## config.mk

```make
export PLATFORM = sky130hd
export DESIGN_NAME = mcpu_ctrl_int
export DESIGN_NICKNAME = d
export VERILOG_FILES = /design/src/rtl/mcpu_ctrl_int.sv
export SDC_FILE = /design/constraint.sdc
export NUM_CORES = 1
export LEC_CHECK = 0
export ABC_AREA = 1
export CAP_MARGIN = 20
export CORE_MARGIN = 2
export CORE_UTILIZATION = 40
export CTS_CLUSTER_DIAMETER = 200
export DETAILED_ROUTE_END_ITERATION = 16
export PLACE_DENSITY = 0.85
export SYNTH_ARGS = -nofsm -noshare
export SYNTH_HDL_FRONTEND = slang
export SYNTH_SLANG_ARGS = --single-unit
```

## constraint.sdc

```tcl
create_clock -name clk -period 1.7 [get_ports clk]
set_clock_uncertainty 0.05 [all_clocks]
set_input_delay 0.255 -clock clk [delete_from_list [all_inputs] [get_ports clk]]
set_output_delay 0.255 -clock clk [all_outputs]
set_load 0.05 [all_outputs]
```

## src/rtl/mcpu_ctrl_int.sv

```systemverilog
// mcpu_ctrl_int: multi-cycle MIPS control FSM with MIO wait timeout,
// level interrupt + eret, overflow write kill. Option macro: OVF_TRAP_EN.
module mcpu_ctrl_int #(
  parameter int unsigned WAIT_MAX    = 15,
  parameter int unsigned WAIT_W      = 4,
  parameter bit          RESET_IE    = 1'b0,
  parameter logic [2:0]  INT_VEC_SEL = 3'b100
) (
  input  logic        clk,
  input  logic        reset,
  input  logic        MIO_ready,
  input  logic [31:0] Inst_in,
  input  logic        zero,
  input  logic        overflow,
  input  logic        INT,
  output logic        MemRead,
  output logic        MemWrite,
  output logic        IorD,
  output logic        IRWrite,
  output logic        RegWrite,
  output logic        ALUSrcA,
  output logic        PCWrite,
  output logic        PCWriteCond,
  output logic        Branch,
  output logic        CPU_MIO,
  output logic [1:0]  RegDst,
  output logic [1:0]  MemtoReg,
  output logic [1:0]  ALUSrcB,
  output logic [2:0]  PCSource,
  output logic [2:0]  ALU_operation,
  output logic        EPCWrite,
  output logic        int_ack,
  output logic        bus_err,
  output logic [4:0]  state_out
);

  typedef enum logic [4:0] {
    S_IF   = 5'd0,
    S_ID   = 5'd1,
    S_MA   = 5'd2,
    S_MR   = 5'd3,
    S_LW   = 5'd4,
    S_MW   = 5'd5,
    S_RX   = 5'd6,
    S_RW   = 5'd7,
    S_BR   = 5'd8,
    S_J    = 5'd9,
    S_IX   = 5'd10,
    S_IW   = 5'd11,
    S_JAL  = 5'd12,
    S_JR   = 5'd13,
    S_LUI  = 5'd14,
    S_INT  = 5'd15,
    S_ERET = 5'd16,
    S_ERR  = 5'd31
  } state_t;

  localparam logic [2:0] A_AND = 3'b000;
  localparam logic [2:0] A_OR  = 3'b001;
  localparam logic [2:0] A_ADD = 3'b010;
  localparam logic [2:0] A_XOR = 3'b011;
  localparam logic [2:0] A_NOR = 3'b100;
  localparam logic [2:0] A_SRL = 3'b101;
  localparam logic [2:0] A_SUB = 3'b110;
  localparam logic [2:0] A_SLT = 3'b111;

`ifdef OVF_TRAP_EN
  localparam bit OVF_TRAP = 1'b1;
`else
  localparam bit OVF_TRAP = 1'b0;
`endif

  state_t            state;
  state_t            nxt;
  state_t            done_nxt;
  logic              ie;
  logic [WAIT_W-1:0] wcnt;
  logic              wait_hit;
  logic              in_wait;

  logic [5:0] op;
  logic [5:0] fn;
  logic       is_r, is_jr, is_lw, is_sw;
  logic       is_beq, is_bne, is_j, is_jal;
  logic       is_lui, is_eret, is_addi;
  logic [2:0] r_alu;
  logic       r_ok;
  logic       r_sgn;
  logic [2:0] i_alu;
  logic       i_ok;
  logic       ovf_r;
  logic       ovf_i;
  logic       unused_ok;

  assign op      = Inst_in[31:26];
  assign fn      = Inst_in[5:0];
  assign is_r    = (op == 6'b000000);
  assign is_jr   = is_r && (fn == 6'b001000);
  assign is_lw   = (op == 6'b100011);
  assign is_sw   = (op == 6'b101011);
  assign is_beq  = (op == 6'b000100);
  assign is_bne  = (op == 6'b000101);
  assign is_j    = (op == 6'b000010);
  assign is_jal  = (op == 6'b000011);
  assign is_lui  = (op == 6'b001111);
  assign is_addi = (op == 6'b001000);
  assign is_eret = (op == 6'b010000) && (fn == 6'b011000);

  assign ovf_r = overflow & r_sgn;
  assign ovf_i = overflow & is_addi;

  assign in_wait  = (state == S_IF) || (state == S_MR) || (state == S_MW);
  assign wait_hit = (WAIT_MAX != 0) && (wcnt == WAIT_W'(WAIT_MAX));
  assign done_nxt = (ie && INT) ? S_INT : S_IF;

  assign CPU_MIO   = MemRead | MemWrite;
  assign state_out = state;
  assign unused_ok = ^{Inst_in[25:6], zero};

  // R-type funct to ALU op; flags signed add/sub for overflow kill
  always_comb begin
    r_alu = A_ADD;
    r_ok  = 1'b0;
    r_sgn = 1'b0;
    unique case (fn)
      6'b100000: begin r_alu = A_ADD; r_ok = 1'b1; r_sgn = 1'b1; end
      6'b100001: begin r_alu = A_ADD; r_ok = 1'b1; end
      6'b100010: begin r_alu = A_SUB; r_ok = 1'b1; r_sgn = 1'b1; end
      6'b100011: begin r_alu = A_SUB; r_ok = 1'b1; end
      6'b100100: begin r_alu = A_AND; r_ok = 1'b1; end
      6'b100101: begin r_alu = A_OR;  r_ok = 1'b1; end
      6'b100110: begin r_alu = A_XOR; r_ok = 1'b1; end
      6'b100111: begin r_alu = A_NOR; r_ok = 1'b1; end
      6'b101010: begin r_alu = A_SLT; r_ok = 1'b1; end
      6'b000010: begin r_alu = A_SRL; r_ok = 1'b1; end
      default:   ;
    endcase
  end

  // I-type ALU opcode to ALU op
  always_comb begin
    i_alu = A_ADD;
    i_ok  = 1'b0;
    unique case (op)
      6'b001000: begin i_alu = A_ADD; i_ok = 1'b1; end
      6'b001010: begin i_alu = A_SLT; i_ok = 1'b1; end
      6'b001100: begin i_alu = A_AND; i_ok = 1'b1; end
      6'b001101: begin i_alu = A_OR;  i_ok = 1'b1; end
      6'b001110: begin i_alu = A_XOR; i_ok = 1'b1; end
      default:   ;
    endcase
  end

  // next state and datapath controls
  always_comb begin
    nxt           = state;
    MemRead       = 1'b0;
    MemWrite      = 1'b0;
    IorD          = 1'b0;
    IRWrite       = 1'b0;
    RegWrite      = 1'b0;
    ALUSrcA       = 1'b0;
    PCWrite       = 1'b0;
    PCWriteCond   = 1'b0;
    Branch        = 1'b0;
    RegDst        = 2'b00;
    MemtoReg      = 2'b00;
    ALUSrcB       = 2'b00;
    PCSource      = 3'b000;
    ALU_operation = A_ADD;
    EPCWrite      = 1'b0;
    int_ack       = 1'b0;
    unique case (state)
      S_IF: begin
        MemRead = 1'b1;
        ALUSrcB = 2'b01;
        IRWrite = MIO_ready;
        PCWrite = MIO_ready;
        if (MIO_ready)     nxt = S_ID;
        else if (wait_hit) nxt = S_ERR;
      end
      S_ID: begin
        ALUSrcB = 2'b11;
        unique case (1'b1)
          is_lw, is_sw:   nxt = S_MA;
          is_eret:        nxt = S_ERET;
          is_jr:          nxt = S_JR;
          is_r && r_ok:   nxt = S_RX;
          is_beq, is_bne: nxt = S_BR;
          is_j:           nxt = S_J;
          is_jal:         nxt = S_JAL;
          is_lui:         nxt = S_LUI;
          i_ok:           nxt = S_IX;
          default:        nxt = S_IF;
        endcase
      end
      S_MA: begin
        ALUSrcA = 1'b1;
        ALUSrcB = 2'b10;
        nxt     = is_sw ? S_MW : S_MR;
      end
      S_MR: begin
        MemRead = 1'b1;
        IorD    = 1'b1;
        if (MIO_ready)     nxt = S_LW;
        else if (wait_hit) nxt = S_ERR;
      end
      S_LW: begin
        MemtoReg = 2'b01;
        RegWrite = 1'b1;
        nxt      = done_nxt;
      end
      S_MW: begin
        MemWrite = 1'b1;
        IorD     = 1'b1;
        if (MIO_ready)     nxt = done_nxt;
        else if (wait_hit) nxt = S_ERR;
      end
      S_RX: begin
        ALUSrcA       = 1'b1;
        ALU_operation = r_alu;
        nxt           = S_RW;
      end
      S_RW: begin
        ALUSrcA       = 1'b1;
        ALU_operation = r_alu;
        RegDst        = 2'b01;
        RegWrite      = ~ovf_r;
        nxt           = (OVF_TRAP && ovf_r) ? S_INT : done_nxt;
      end
      S_BR: begin
        ALUSrcA       = 1'b1;
        ALU_operation = A_SUB;
        PCWriteCond   = 1'b1;
        PCSource      = 3'b001;
        Branch        = is_beq;
        nxt           = done_nxt;
      end
      S_J: begin
        PCWrite  = 1'b1;
        PCSource = 3'b010;
        nxt      = done_nxt;
      end
      S_IX: begin
        ALUSrcA       = 1'b1;
        ALUSrcB       = 2'b10;
        ALU_operation = i_alu;
        nxt           = S_IW;
      end
      S_IW: begin
        ALUSrcA       = 1'b1;
        ALUSrcB       = 2'b10;
        ALU_operation = i_alu;
        RegWrite      = ~ovf_i;
        nxt           = (OVF_TRAP && ovf_i) ? S_INT : done_nxt;
      end
      S_JAL: begin
        RegDst   = 2'b10;
        MemtoReg = 2'b11;
        RegWrite = 1'b1;
        PCWrite  = 1'b1;
        PCSource = 3'b010;
        nxt      = done_nxt;
      end
      S_JR: begin
        PCWrite  = 1'b1;
        PCSource = 3'b011;
        nxt      = done_nxt;
      end
      S_LUI: begin
        MemtoReg = 2'b10;
        RegWrite = 1'b1;
        nxt      = done_nxt;
      end
      S_INT: begin
        EPCWrite = 1'b1;
        PCWrite  = 1'b1;
        PCSource = INT_VEC_SEL;
        int_ack  = 1'b1;
        nxt      = S_IF;
      end
      S_ERET: begin
        PCWrite  = 1'b1;
        PCSource = 3'b101;
        nxt      = S_IF;
      end
      S_ERR: nxt = S_ERR;
      default: nxt = S_IF;
    endcase
  end

  // state register
  always_ff @(posedge clk or negedge reset) begin
    if (!reset) state <= S_IF;
    else        state <= nxt;
  end

  // interrupt enable: cleared on entry, set by eret
  always_ff @(posedge clk or negedge reset) begin
    if (!reset)                ie <= RESET_IE;
    else if (state == S_INT)   ie <= 1'b0;
    else if (state == S_ERET)  ie <= 1'b1;
  end

  // wait counter: counts held cycles in IF/MR/MW
  always_ff @(posedge clk or negedge reset) begin
    if (!reset)                      wcnt <= '0;
    else if (in_wait && nxt == state) wcnt <= wcnt + WAIT_W'(1);
    else                             wcnt <= '0;
  end

  // sticky bus error
  always_ff @(posedge clk or negedge reset) begin
    if (!reset)          bus_err <= 1'b0;
    else if (nxt == S_ERR) bus_err <= 1'b1;
  end

endmodule

```

==> flow_summary_export.csv, run 1 <==
group,metric,value,unit
run_status,status,"stopped before the end",
run_status,stop_stage,"4_1_cts",
run_status,error,"[ERROR DPL-0038] Utilization greater than 100%, impossible to legalize",
cts,cts_root_buffer,"clkbuf_4",
logic_synthesis,syn_area,1276,um^2
logic_synthesis,synth_nets,269,
logic_synthesis,synth-async-reset-ratio,1.000,
placement,gp_congestion,1.026,
placement,placed_cells,390,
floorplan,die_w,60.49,um
logic_synthesis,yosysTopAreaCell,"dfrtp_1",
cts,numCtsBuffers,3,
logic_synthesis,yosys_warnings,0,
placement,placed_area,2698,um^2
placement,hpwl,4.786,mm
cts,cts_buffer_depth,2,
logic_synthesis,synth_top_area_frac,0.2157,
logic_synthesis,synth_edf_count,0,
cts,htree_levels,1,
logic_synthesis,avgSynthCellArea,5.549,um^2
placement,port_buffers,46,
floorplan,ios,68,
cts,cts.repair.resized,96,
logic_synthesis,synthDistinctLibCells,27,
logic_synthesis,netlist_top_cells_area,"dfrtp_1 22%, nand2_1 18%, nor2_1 12%, inv_1 11%, nand3_1 9.4%",
cts,post_cts_buffers,24,
logic_synthesis,ys.flop_type,"dfrtp_1",
cts,cts.sinks,11,
floorplan,fp-row-count,20,
logic_synthesis,synthCells,230,
cts,holdBufCountCts,0,
logic_synthesis,synth_seq_area_share,0.2157,
logic_synthesis,ys_seq_elements,11,
floorplan,die_h,60.49,um
floorplan,start_util,0.4180,
==> synth_stat cells (4+ instances only) <==
cell	instances
o21ai_0	9
nor2_2	4
nand3_2	4
inv_1	36
dfrtp_1	11
nor3_1	5
inv_2	4
nand3_1	24
nand4_1	6
nand2_1	62
nor2_1	41
a21oi_1	6
==> cell families after synthesis <==
logic type      count (synthesis)  synth area share
flops                          11            0.2157
compound gates                 24            0.1147
xor+xnor                        2           0.01373
fa+ha+maj                       1          0.009802
buf+inv                        41            0.1235
simple gates                  151            0.5226
==> per-stage QoR <==
| stage | setup slack (ps) | TNS, ps |
|---|---|---|
| 2_1_floorplan | -507.7 | -3507 |
| 3_3_place_gp | -351.9 | -3603 |
| 3_5_place_dp | -534.9 | -5137 |
==> run 2, diff against run 1 <==
Settings changed: CORE_UTILIZATION 40 to 30, CTS_CLUSTER_DIAMETER 200 to default, PLACE_DENSITY 0.85 to default, PLACE_DENSITY_LB_ADDON from default to 0.15.
==> run 2 against run 1 <==
  * The flow now finishes, with violations (setup timing)
  * Area after synthesis unchanged
  * Synthesized cell count unchanged
==> flow_summary_export.csv, run 2 <==
group,metric,value,unit
cells_and_area,syn2layout_area_growth,177.0,%
cells_and_area,final_cells,441,
logic_synthesis,synth.most_common_cell,"nand2_1",
timing,setup_ws,-468.5,ps
floorplan,core,4058,um^2
timing,fin_tns_setup,-8788,ps
cts,htree_levels,1,
timing,whs,284.7,ps
worst_setup_path,critPathMaxFanout,4,
cells_and_area,seq_area,281.5,um^2
run_status,violations,"setup timing",
floorplan,dieArea,4792,um^2
worst_setup_path,critPathLaunchType,"flip-flop",
floorplan,start_util,0.3145,
cts,cts.clk_slew.worst_paths,50,ps
logic_synthesis,synthCells,230,
cts,cts_buffer_depth,2,
worst_setup_path,endpoint_kind,"primary output",
route,wl,8.125,mm
route,wl_per_cell,18.42,um
route,ant_nets,0,
min_path,hold_path_class,"input pin to asynchronous set/reset pin",
timing,period_needed,2169,ps
logic_synthesis,synth_seq_area_share,0.2157,
logic_synthesis,synth_top_cells_by_count,"62 x nand2_1, 41 x nor2_1, 36 x inv_1, 24 x nand3_1, 11 x dfrtp_1",
cts,clock_latency,240,ps
logic_synthesis,yosysTopAreaCell,"dfrtp_1",
logic_synthesis,synth_edf_count,0,
timing,worstMarginPinSlew,469.8,ps
cts,numCtsBuffers,3,
floorplan,die_w,69.23,um
worst_setup_path,critical_path_required,1390,ps
timing,finalHoldViolCount,0,
cells_and_area,multi_input_area,1326,um^2
global_route,grt_max_degree,12,
route,dr.pass1.iters,4,
timing,finalSetupViolCount,33,
placement,placed_cells,406,
pwr,internal-power,2.684,mW
cells_and_area,final_common_cell,"buf_4",
global_route,antenna_found_initial,0,
timing,slew_headroom,0.6858,
global_route,grt_first_pass_wirelength,9.273,mm
cts,cts_root_buffer,"clkbuf_8",
cts,cts_tree,"yes",
floorplan,fp-row-count,23,
placement,gp_congestion,0.9306,
logic_synthesis,syn_area,1276,um^2
cells_and_area,n_fill_cell,194,
global_route,grt_usage,0.2356,
run_status,status,"finished, violations left",
pwr,p_clk_frac,0.049,
pwr,switching_power,2.703,mW
logic_synthesis,ys_seq_elements,11,
logic_synthesis,avgSynthCellArea,5.549,um^2
logic_synthesis,ys.flop_type,"dfrtp_1",
cells_and_area,largest_register_ffs,5,
pwr,switching_share,0.5017,
pwr,leakagePower,1.845,nW
route,drc,0,
cells_and_area,num_antenna_cells,0,
logic_synthesis,synth-async-reset-ratio,1.000,
cts,cts.sinks,11,
worst_setup_path,cp_data_arrival_time,1860,ps
logic_synthesis,yosys_warnings,0,
cells_and_area,nets,431,
pwr,comb_power_share,0.873,
timing,fin_crit_sh,1.276,
cells_and_area,final_cell_mix,"86 x buf_4, 46 x nand2_1, 33 x buf_6",
logic_synthesis,synthDistinctLibCells,27,
worst_setup_path,r2r_cells,14,
pwr,seqPwrFrac,0.078,
pwr,power_density,1524,nW/um^2
floorplan,ios,68,
logic_synthesis,synth_nets,269,
placement,dp_worst_setup_slack,-439.0,ps
flow_run,cap_violations,0,
route,drt_iter0_markers,165,
route,vias,2384,
logic_synthesis,synth_top_area_frac,0.2157,
floorplan,die_h,69.23,um
route,vias_per_cell,5.406,
timing,fmax,461.1,MHz
pwr,ir_worst_vdd,0.001365,V
global_route,grt_pass1_vias,2110,
timing,grt_setup_unrepaired,"true",
cells_and_area,layout-drive-gt1-share,0.6189,
placement,hpwl,4.139,mm
worst_setup_path,worstSetupPathType,"flip-flop to primary output",
global_route,grt_overflow,0,
logic_synthesis,netlist_top_cells_area,"dfrtp_1 22%, nand2_1 18%, nor2_1 12%, inv_1 11%, nand3_1 9.4%",
cells_and_area,final_util,0.8711,
timing,slew_violations,0,
placement,port_buffers,46,
-- run 2: cell counts after synthesis --
Identical to the previous run, type by type.
-- run 2: per-stage QoR --
step / area (um^2) / power, mW
2_1_floorplan: 1448 / 2.110
3_3_place_gp: 2768 / 3.749
3_5_place_dp: 2768 / 3.781
4_1_cts: 3118 / 4.594
5_1_grt: 3535 / 5.570
6_report: 3535 / 5.387
-- run 2: logic make-up (layout without fill, tap and decap cells) --
logic type / count (synthesis) / after routing / share of synthesized area
buf+inv: 41 / 202 / 0.1235
xor+xnor: 2 / 2 / 0.01373
flops: 11 / 11 / 0.2157
simple gates: 151 / 151 / 0.5226
compound gates: 24 / 24 / 0.1147
fa+ha+maj: 1 / 1 / 0.009802
-- run 2: repair_timing --
item / in CTS / in global routing
pin swaps: 20 / 30
endpoints found under the setup margin: 30 / 33
cloned: 0 / 0
hold buffers: 0 / 0
gates resized for setup: 67 / 71
buffers inserted: 14 / 20
-- run 2: per-layer routing --
metal | track usage | vias to the layer above | part of all wire
li1 | - | 1070 | -
met1 | 0.3020 | 1103 | 0.37
met2 | 0.4060 | 155 | 0.50
met3 | 0.01453 | 56 | 0.062
met4 | 0.1046 | 0 | 0.067
met5 | 0 | - | 0
-- run 2: final cells by class --
type,count,area share
repair buffers,158,0.4634
multi-input cells,178,0.3752
flip-flops and latches,11,0.07965
inverters,40,0.05133
well taps,50,0.01770
clock buffers,4,0.01274
-- run 2: path summary, 6_finish.rpt --
kind / from / to / slack (ps)
worst min-delay path: reset / wcnt[2] / 280
worst min register to register: bus_err / bus_err / 410
worst max-delay path: state_out[0] / ALU_operation[1] / -470
worst max register to register: state_out[0] / wcnt[1] / -270
min in group clk: bus_err / bus_err / 410
max in group asynchronous: reset / state_out[4] / 960
-- run 2: worst max-delay path, cell delays in order (launching register included) --
cell and delay [ps]:
dfrtp_2 420, buf_6 140, nand2_4 90, nor2_4 40, nand2_2 100, clkinvlp_4 110, nor2_4 90, inv_2 70
nor3_4 220, nand3b_1 160, buf_6 160
-- run 2: power by group through the flow --
| stage | clock [mW] | sequential [mW] | combinational, mW |
|---|---|---|---|
| final | 0.265 | 0.420 | 4.70 |
| after global routing | 0.288 | 0.424 | 4.86 |
| after CTS | 0.269 | 0.390 | 3.93 |
| after detailed placement | 0 | 0.388 | 3.39 |
| after global placement | 0 | 0.387 | 3.36 |
| after floorplan | 0 | 0.517 | 1.59 |
Power figures use the tool's default switching activity.
==> run 3, diff against run 2 <==
Settings changed: CORE_AREA from default to 2 2 63 65, CORE_MARGIN 2 to default, CORE_UTILIZATION 30 to default, DIE_AREA from default to 0 0 65 67.
==> run 3 against run 2 <==
  * The flow still finishes with violations (setup timing)
  * Die area fell by 9.1%
  * Sequential power rose by 12%
  * Cell count fell by 2.9%
  * Total power fell by 2.4%
  * Register-to-register slack got worse by 160 ps
  * Flip-flop and latch count did not move
  * Critical path depth did not move
  * Via count rose by 9.5%
  * Non-clock buffer count fell by 11
  * Largest cell class unchanged
==> flow_summary_export.csv, run 3 (synthesized netlist as in run 2, its figures left out) <==
group,metric,value,unit
cells_and_area,syn2layout_area_growth,168.4,%
worst_setup_path,r2r_end,"wcnt[3]",
cells_and_area,layout-drive-gt1-share,0.6316,
route,drc,0,
cells_and_area,final_cell_mix,"79 x buf_4, 40 x nand2_1, 29 x buf_6",
route,wl,9.811,mm
route,vias_per_cell,6.100,
timing,setup_ws,-601.8,ps
floorplan,dieArea,4355,um^2
global_route,antenna_found_initial,0,
global_route,grt_first_pass_wirelength,9.798,mm
cells_and_area,final_common_cell,"buf_4",
cells_and_area,largest_register_ffs,5,
global_route,grt_overflow,0,
worst_setup_path,reg2reg_slack,-430,ps
cells_and_area,seq_area,281.5,um^2
worst_setup_path,critical_path_required,1390,ps
flow_run,cap_violations,0,
worst_setup_path,critPathMaxFanout,3,
timing,slew_headroom,0.6614,
timing,finalHoldViolCount,0,
timing,fin_crit_sh,1.354,
worst_setup_path,worstSetupPathType,"input pin to primary output",
pwr,ir_worst_vdd,0.001547,V
cells_and_area,final_util,0.9500,
timing,grt_setup_unrepaired,"true",
floorplan,fp-row-count,22,
floorplan,core,3606,um^2
cells_and_area,multi_input_area,1310,um^2
cts,htree_levels,1,
timing,fmax,434.5,MHz
pwr,leakagePower,1.790,nW
route,vias,2611,
floorplan,start_util,0.3539,
timing,worstMarginPinSlew,506.4,ps
route,ant_nets,0,
cts,cts_buffer_depth,2,
worst_setup_path,r2r_cells,14,
cts,cts_root_buffer,"clkbuf_8",
cts,cts.clk_slew.worst_paths,50,ps
worst_setup_path,cp_data_arrival_time,2000,ps
min_path,hold_path_class,"input pin to asynchronous set/reset pin",
timing,slew_violations,0,
run_status,status,"finished, violations left",
floorplan,die_h,67,um
placement,hpwl,4.129,mm
pwr,power_density,1535,nW/um^2
route,wl_per_cell,22.92,um
timing,period_needed,2302,ps
floorplan,die_w,65,um
cts,cts.sinks,11,
cts,cts_tree,"yes",
cells_and_area,nets,420,
cts,clock_latency,250,ps
worst_setup_path,endpoint_kind,"primary output",
worst_setup_path,critPathLaunchType,"input pin",
route,dr.pass1.iters,5,
worst_setup_path,rr_startpoint,"state_out[0]",
placement,gp_congestion,0.9086,
placement,dp_worst_setup_slack,-453.8,ps
run_status,violations,"setup timing",
global_route,grt_pass1_vias,2150,
cells_and_area,n_fill_cell,101,
cts,numCtsBuffers,3,
cells_and_area,num_antenna_cells,0,
timing,whs,298.0,ps
timing,finalSetupViolCount,34,
pwr,power.total,5.259,mW
global_route,grt_usage,0.2946,
route,drt_iter0_markers,312,
floorplan,ios,68,
global_route,grt_max_degree,12,
placement,port_buffers,46,
## run 3: cell types whose count changed in the layout (fill, tap and decap cells not counted), sizes merged
cell / delta
buf: -11
clkdlybuf4s50: -2
dlymetal6s2s: +2
## run 3: through the flow
| stage | std cells | area (um^2) | setup TNS, ps |
|---|---|---|---|
| after floorplan | 230 | 1448 | -3507 |
| after global placement | 396 | 2718 | -3455 |
| after detailed placement | 396 | 2718 | -4320 |
| after CTS | 414 | 3030 | -4560 |
| after global routing | 428 | 3426 | -11570 |
| final | 428 | 3426 | -10420 |
## run 3: repair_timing
action,CTS,global route
hold buffers,0,0
resized for setup,56,83
buffers inserted,14,20
setup endpoints to repair,31,33
pin swaps,16,31
gates cloned,0,0
## run 3: worst max-delay path by stage
stage / to / startpoint / depth (start not counted) / slack, ps
global placement: ALU_operation[2] / Inst_in[2] / 11 / -360
detailed placement: ALU_operation[1] / Inst_in[5] / 11 / -450
global route: ALU_operation[1] / Inst_in[2] / 10 / -790
CTS: PCWrite / state_out[0] / 8 / -280
floorplan: ALU_operation[1] / state_out[0] / 8 / -510
finish: ALU_operation[1] / Inst_in[2] / 10 / -600
## run 3: worst max-delay path, cell delays in order
cell and delay (ps):
dlygate4sd2_1 270, nor2_1 280, nand2_1 110, nand2_1 120
nand3_1 130, nand2_1 220, inv_2 90, o31ai_2 220
nand3b_1 120, buf_6 170
## run 3: report_power, final
group          leakage [nW]  internal [mW]  switching [mW]  total (mW)
Sequential            0.142          0.319           0.151       0.470
Clock                0.0228          0.165           0.103       0.268
Combinational          1.63           1.95            2.57        4.52
## run 3: final cells by class
cell class | instances | area share
Multi-Input combinational cell | 178 | 0.3824
Sequential cell | 11 | 0.08218
Timing Repair Buffer | 147 | 0.4525
Clock buffer | 4 | 0.01315
Tap cell | 48 | 0.01753
Inverter | 40 | 0.05223
## run 3: per-layer routing
| metal | share of wire | routed length, um | vias up | GRT usage |
|---|---|---|---|---|
| met5 | 0 | 0 | - | 0 |
| met2 | 0.46 | 4511 | 280 | 0.5503 |
| met4 | 0.091 | 895 | 0 | 0.1117 |
| li1 | - | - | 1040 | - |
| met3 | 0.12 | 1196 | 107 | 0.02703 |
| met1 | 0.33 | 3208 | 1184 | 0.3460 |
==> run 4, diff against run 3 <==
Settings changed: GPL_ROUTABILITY_DRIVEN from default to 0.
==> run 4 against run 3 <==
  * The flow still finishes with violations (setup timing)
  * Total power shrank 9.6%
  * Wire length down 24%
  * Clock power up 1%
  * Count of clock-buffer cells in the layout is the same
  * Critical path type is now flip-flop to primary output
  * Largest power group unchanged
==> flow_summary_export.csv, run 4 (synthesized netlist as in run 2, its figures left out) <==
group,metric,value,unit
run_status,status,"finished, violations left",
run_status,violations,"setup timing",
cts,numCtsBuffers,3,
floorplan,dieArea,4355,um^2
worst_setup_path,cp_data_arrival_time,1850,ps
global_route,gr-max-usage-layer,"met2",
cells_and_area,final_util,0.8796,
route,vias_per_cell,5.545,
timing,setup_ws,-450.4,ps
placement,port_buffers,46,
global_route,grt_max_degree,12,
global_route,use_met1,0.3471,
route,vias,2318,
worst_setup_path,critPathMaxFanout,5,
timing,finalHoldViolCount,0,
global_route,grtUsageMet3,0.03716,
cells_and_area,syn2layout_area_growth,148.5,%
worst_setup_path,slowest_stage,"dfrtp_2",
global_route,grt_usage,0.2935,
global_route,grt_pass1_vias,2186,
cells_and_area,layout-drive-gt1-share,0.5730,
cts,cts_tree,"yes",
cells_and_area,final_cell_mix,"83 x buf_4, 45 x nand2_1, 23 x nor2_1, 23 x buf_12, 21 x inv_1",
min_path,hold_path_class,"input pin to asynchronous set/reset pin",
placement,dp_worst_setup_slack,-446.4,ps
timing,fin_crit_sh,1.265,
timing,fmax,465.0,MHz
worst_setup_path,endpoint_kind,"primary output",
cells_and_area,nets,410,
worst_setup_path,slowest_delay,470,ps
worst_setup_path,worstSetupPathType,"flip-flop to primary output",
cts,cts.clk_slew.worst_paths,50,ps
flow_run,cap_violations,0,
floorplan,die_h,67,um
cts,clock_latency,240,ps
timing,grt_setup_unrepaired,"true",
route,ant_nets,0,
cts,cts.sinks,11,
worst_setup_path,critical_path_required,1390,ps
floorplan,start_util,0.3539,
cells_and_area,largest_register_ffs,5,
cells_and_area,final_common_cell,"buf_4",
floorplan,ios,68,
timing,period_needed,2150,ps
global_route,grt_first_pass_wirelength,9.763,mm
pwr,leakagePower,1.655,nW
pwr,power_density,1499,nW/um^2
floorplan,core,3606,um^2
worst_setup_path,critPathLaunchType,"flip-flop",
timing,slew_violations,0,
placement,hpwl,4.161,mm
global_route,grt_use_met2,0.5335,
cts,cts_buffer_depth,2,
cells_and_area,num_antenna_cells,0,
floorplan,die_w,65,um
timing,finalSetupViolCount,33,
route,wl_per_cell,17.93,um
cells_and_area,n_fill_cell,189,
route,wl,7.494,mm
route,drc,0,
timing,worstMarginPinSlew,525.6,ps
cts,holdBufCountCts,0,
timing,slew_headroom,0.6485,
cts,htree_levels,1,
global_route,grt_overflow,0,
floorplan,fp-row-count,22,
route,dr.pass1.iters,6,
worst_setup_path,cp_cell_sequence,"inv_2 > nor2_2 > nand2_2 > clkinvlp_4 > nor2_2 > inv_2 > nand3_2 > o21ai_4 > buf_12",
global_route,antenna_found_initial,0,
route,drt_iter0_markers,200,
pwr,ir_worst_vdd,0.001134,V
cts,cts_root_buffer,"clkbuf_8",
## run 4: metal layers
layer / wire, um / vias up
met5: 0 / -
met4: 456 / 0
met3: 560 / 53
met2: 3659 / 171
met1: 2817 / 1070
li1: - / 1024
## run 4: critical path, delay by kind of cell (launching register included)
kind | cells | cell delay (ps)
compound gates | 1 | 170
buf+inv | 4 | 470
flops | 1 | 470
simple gates | 4 | 480
## run 4: final timing paths
kind                               from          endpoint  slack (ps)  cells past startpoint
setup / recovery           state_out[2]  ALU_operation[0]        -450                      9
hold / removal                    reset                ie         310                      1
setup reg to reg           state_out[3]           wcnt[3]        -330                     12
hold reg to reg                 bus_err           bus_err         420                      1
max in group asynchronous         reset      state_out[3]         910                      1
min in group clk                bus_err           bus_err         420                      1
## run 4: stage by stage
| step | power, mW | hold WS, ps | std cells | cell area (um^2) | TNS (ps) |
|---|---|---|---|---|---|
| after floorplan | 2.110 | -90.59 | 230 | 1448 | -3507 |
| after global placement | 3.656 | 398.6 | 397 | 2725 | -3443 |
| after detailed placement | 3.711 | 408.8 | 397 | 2725 | -4265 |
| after CTS | 4.420 | 318.4 | 416 | 3055 | -5214 |
| after global routing | 4.900 | 362.8 | 418 | 3172 | -10600 |
| final | 4.755 | 312.4 | 418 | 3172 | -9232 |
## run 4: what timing repair did
action | in CTS | in global routing
setup endpoints to repair | 30 | 33
buffers inserted | 16 | 6
resized for setup | 62 | 28
pin swaps | 17 | 7
## run 4: cell type report
| cell class | instances | area [um^2] | share of cell area |
|---|---|---|---|
| Clock buffer | 4 | 45.04 | 0.01420 |
| Inverter | 40 | 171.4 | 0.05404 |
| Timing Repair Buffer | 137 | 1410 | 0.4446 |
| Sequential cell | 11 | 281.5 | 0.08876 |
| Tap cell | 48 | 60.06 | 0.01893 |
| Multi-Input combinational cell | 178 | 1204 | 0.3795 |
## run 4: power by group
| part | switching, mW | internal, mW |
|---|---|---|
| Clock | 0.106 | 0.165 |
| Sequential | 0.129 | 0.319 |
| Combinational | 2.25 | 1.79 |
| Total | 2.48 | 2.27 |
